File: config.mk
export PLATFORM = sky130hd
export DESIGN_NAME = fsm_trans_monitor
export DESIGN_NICKNAME = d
export VERILOG_FILES = /design/src/rtl/fsm_trans_monitor.sv
export SDC_FILE = /design/constraint.sdc
export NUM_CORES = 1
export LEC_CHECK = 0
export CORE_UTILIZATION = 47
export DETAILED_ROUTE_END_ITERATION = 8
export PLACE_DENSITY = 0.78
export REMOVE_ABC_BUFFERS = 1
export SETUP_SLACK_MARGIN = 0.1
export SYNTH_ARGS = -nofsm -noshare
export SYNTH_HDL_FRONTEND = slang
export SYNTH_SLANG_ARGS = --single-unit
export TNS_END_PERCENT = 30
File: constraint.sdc
create_clock -name clock -period 2.3 [get_ports clock]
set_input_delay 0.23 -clock clock [delete_from_list [all_inputs] [get_ports clock]]
set_output_delay 0.23 -clock clock [all_outputs]
set_load 0.02 [all_outputs]
File: src/rtl/fsm_trans_monitor.sv
// Passive transition-coverage monitor for a small encoded FSM: records legal transitions seen,
// flags and counts illegal ones. Define FSM_MON_HIST_EN to add the last_trans history port.
module fsm_trans_monitor #(
    parameter int                              STATE_W     = 2,
    parameter int                              CNT_W       = 8,
    parameter logic [(1<<(2*STATE_W))-1:0]     LEGAL       = 16'h1842,
    parameter bit                              IGNORE_SELF = 1'b1
) (
    input  logic                               clock,
    input  logic                               reset_n,
    input  logic                               start,
    input  logic                               stop,
    input  logic                               clear,
    input  logic                               valid,
    input  logic [STATE_W-1:0]                 cur_state,
    input  logic [STATE_W-1:0]                 nxt_state,
    output logic [(1<<(2*STATE_W))-1:0]        hit,
    output logic                               illegal,
    output logic [CNT_W-1:0]                   illegal_cnt,
    output logic [CNT_W-1:0]                   trans_cnt,
    output logic                               all_hit,
    output logic                               busy
`ifdef FSM_MON_HIST_EN
    ,
    output logic [4*2*STATE_W-1:0]             last_trans
`endif
);

    localparam logic [CNT_W-1:0] CNT_MAX = {CNT_W{1'b1}};

    typedef enum logic [1:0] {
        IDLE = 2'd0,
        RUN  = 2'd1,
        HOLD = 2'd2
    } state_t;

    state_t               state;
    state_t               state_nxt;
    logic [2*STATE_W-1:0] idx;
    logic                 is_self;
    logic                 rec;

    // NOTE: sequential state is updated with non-blocking assignments so every
    // register samples the pre-edge values, independent of block ordering.
    always_ff @(posedge clock or negedge reset_n) begin
        if (!reset_n) state <= IDLE;
        else          state <= state_nxt;
    end

    // NOTE: state_nxt gets its default before the case so no path leaves it
    // unassigned, which would otherwise infer a latch.
    always_comb begin
        state_nxt = state;
        if (clear) begin
            state_nxt = IDLE;
        end else begin
            case (state)
                IDLE:    if (start) state_nxt = RUN;
                RUN:     if (stop)  state_nxt = HOLD;
                HOLD:    if (start) state_nxt = RUN;
                default:            state_nxt = IDLE;
            endcase
        end
    end

    assign idx     = {cur_state, nxt_state};
    assign is_self = IGNORE_SELF && (cur_state == nxt_state);
    // A sample in the stop cycle still counts (state is RUN); clear discards it.
    assign rec     = (state == RUN) && valid && !clear && !is_self;

    // NOTE: every result register has an async reset; they are few and flat,
    // so there is no memory here that would argue for leaving them unreset.
    always_ff @(posedge clock or negedge reset_n) begin
        if (!reset_n) begin
            hit         <= '0;
            illegal     <= 1'b0;
            illegal_cnt <= '0;
            trans_cnt   <= '0;
        end else if (clear) begin
            hit         <= '0;
            illegal     <= 1'b0;
            illegal_cnt <= '0;
            trans_cnt   <= '0;
        end else if (rec) begin
            if (LEGAL[idx]) begin
                hit[idx] <= 1'b1;
                if (trans_cnt != CNT_MAX) trans_cnt <= trans_cnt + CNT_W'(1);
            end else begin
                illegal <= 1'b1;
                if (illegal_cnt != CNT_MAX) illegal_cnt <= illegal_cnt + CNT_W'(1);
            end
        end
    end

`ifdef FSM_MON_HIST_EN
    always_ff @(posedge clock or negedge reset_n) begin
        if (!reset_n)    last_trans <= '0;
        else if (clear)  last_trans <= '0;
        else if (rec)    last_trans <= {last_trans[3*2*STATE_W-1:0], idx};
    end
`endif

    // With LEGAL all-zero this reduces to 1, which is the intended behaviour.
    assign all_hit = ((hit & LEGAL) == LEGAL);
    assign busy    = (state == RUN);

endmodule

==> flow_summary.toml <==
[route]
firstDrtPassIters = 4
drt_iter0_drc = 79
drcViolationCount = 0
viasPerCell = 5.650
wirelength_um = 3833
vias = 1452
ant_nets = 0
wl_per_cell_um = 14.91

[timing]
fin_setup_tns_ps = 0
slew_violations = 0
fmax_ghz = 0.5296
skew_ps = 6.030
setup_viol = 0
fin_crit_ps = 1888
final-hold-violation-count = 0
worstMarginPinSlew_ps = 766.6
setup_ws_ps = 411.7
period_share_pct = 82.10
rsz0062_at_grt = "no"
relSlewSlack_pct = 48.90

[worst_setup_path]
cp-end-kind = "primary output"
cp.required_ps = 2070
criticalPathCategory = "reg2out"
crit_path_max_fanout = 5
cp.arrival_ps = 1660
crit_path_start_kind = "flip-flop"

[finish]
drive_above_1_share_pct = 8.057
multiInputGateArea_um2 = 719.4
antenna_cells = 0
most-common-layout-cells = "clkdlybuf4s50_1, dfrtp_1, a21oi_1"
area_growth_pct = 35.32
instances_no_fill = 257
layout_commonest_cell = "clkdlybuf4s50_1"
seqCellArea_um2 = 875.8
fill_cells = 293
nets = 222

[synth]
yosys_register_bits = 35
yosysWarnings = 0
synth.distinct_cells = 39
syn_area_per_cell_um2 = 10.36
seq_area_frac_synth_pct = 52.83
netlist_instances = 160
syn-cell-area_um2 = 1658

[place]
dp_slack_ps = 215.2
dp.cells = 248
globalplace.congestion = 0.7966
dp_hpwl_um = 2739
io_buffers = 44

[flow_run]
maxCapViolations = 0

[clocking]
root_buffer = "clkbuf_4"
cts.sink_count = 35
clk_pin_slew_worst_paths_ps = 110
cts_made_buffers = 5
worst_skew_pair.late_latency_ps = 330
cts_resized = 0
cts_buffer_depth = 2
htree_num_levels = 2
cts_tree = "yes"

[floorplanning]
chipWidth_um = 61.39
placementRows = 21
io_pins = 45
dieArea_um2 = 3769
core_um2 = 3363
start_util_pct = 49.29
floorplan.die.height_um = 61.39

[pwr]
p_per_area_nw_per_um2 = 527.3
ir_drop_uv = 296.4
p_leak_nw = 0.9254
power_mw = 1.183

[min_path]
min_path_type = "in2async"

[global_routing]
grt_use_total_pct = 22.19
antenna_found_initial = 0
grt_pass1_vias = 1383
grt_max_degree = 36
grt-ovfl-total = 0
grt_pass1_wl_um = 6023

[outcome]
outcome = "finished clean"
[final cells by class]
class	count	area share, %
sequential	35	39.04
multi-input combinational	111	32.07
timing repair buffer	50	21.53
tap	46	2.566
clock inverter	3	1.952
clock buffer	5	1.673
inverter	7	1.171
[state kept, by name (all words and copies together) (netlist names)]
| signal | flops |
|---|---|
| hit | 16 |
| illegal_cnt | 8 |
| trans_cnt | 8 |
| state | 2 |
| illegal | 1 |
[path summary, 6_finish.rpt]
| kind | start | end | slack, ps | cells after the start |
|---|---|---|---|---|
| worst max-delay path | state[0] | busy | 410 | 2 |
| worst min-delay path | reset_n | illegal_cnt[3] | 500 | 2 |
| worst max register to register | illegal_cnt[2] | illegal_cnt[5] | 450 | 4 |
| worst min register to register | hit[0] | hit[0] | 510 | 1 |
| max in group asynchronous | reset_n | hit[13] | 1310 | 2 |
| min in group clock | hit[0] | hit[0] | 510 | 1 |
[what timing repair did]
item | 4_1_cts | 5_1_grt
endpoints found under the hold margin | 35 | 0
setup endpoints to repair | 0 | 0
buffers inserted | 0 | 0
hold buffers | 1 | 0
[kinds of logic (layout without fill, tap and decap cells)]
| logic type | count (synthesis) | after routing | share of synthesized area (%) |
|---|---|---|---|
| simple gates | 65 | 65 | 23.10 |
| compound gates | 37 | 37 | 14.04 |
| fa+ha+maj | 2 | 2 | 1.509 |
| buf+inv | 14 | 65 | 3.774 |
| flops | 35 | 35 | 52.83 |
| mux | 5 | 5 | 3.245 |
| xor+xnor | 2 | 2 | 1.510 |
[through the flow]
| stage | util, % | hold slack (ps) | area [µm²] |
|---|---|---|---|
| 5_1_grt | 66.70 | 496.8 | 2243 |
| 4_1_cts | 66.70 | 507.1 | 2243 |
| 3_3_place_gp | 63.99 | 337.3 | 2152 |
| 2_1_floorplan | - | -65.59 | 1622 |
| 6_report | 66.70 | 501.4 | 2243 |
| 3_5_place_dp | 63.99 | 350.9 | 2152 |
[routing by layer]
metal / global-route usage [%] / vias up / routed length [µm]
li1: - / 681 / -
met4: 11.43 / 0 / 49
met1: 26.34 / 728 / 1663
met3: 6.723 / 5 / 198
met2: 36.49 / 38 / 1920
met5: 0 / - / 0
[power by group]
group / switching, mW / total [mW] / internal, mW / leakage (nW)
Sequential: 0.00515 / 0.625 / 0.620 / 0.487
Combinational: 0.0690 / 0.113 / 0.0445 / 0.393
Clock: 0.216 / 0.444 / 0.229 / 0.0452
Total: 0.290 / 1.18 / 0.893 / 0.925
[critical path, stage by stage (launching register included)]
cell and delay (ps):
dfrtp_1 430, nor2b_1 240, clkdlybuf4s50_1 650
[cells in the mapped netlist (all sizes together)]
cell type	number	area share [%]
o311ai	2	1.1
o21ba	1	0.60
nor3b	1	0.45
nor2b	15	5.7
and3	1	0.38
a21oi	16	4.8
xor2	1	0.98
nand2	6	1.4
o41ai	3	1.6
o31ai	5	2.3
or2	2	0.76
or3	4	1.5
nand4	2	0.75
mux2	3	2.0
xnor2	1	0.53
ha	2	1.5
nor3	3	0.91
nand3	4	1.2
a41oi	1	0.53
or4	6	2.7
clkbuf	3	0.68
or4b	1	0.60
or3b	2	1.1
nand3b	1	0.45
and2b	1	0.45
nor2	12	2.7
buf	4	1.5
o211ai	1	0.45
a41o	1	0.60
inv	7	1.6
nor4b	1	0.53
mux2i	2	1.2
and4	2	1.1
dfrtp	35	53
o21ai	7	2.1
and3b	1	0.53
Note: power is estimated with default switching activity, not from simulation.
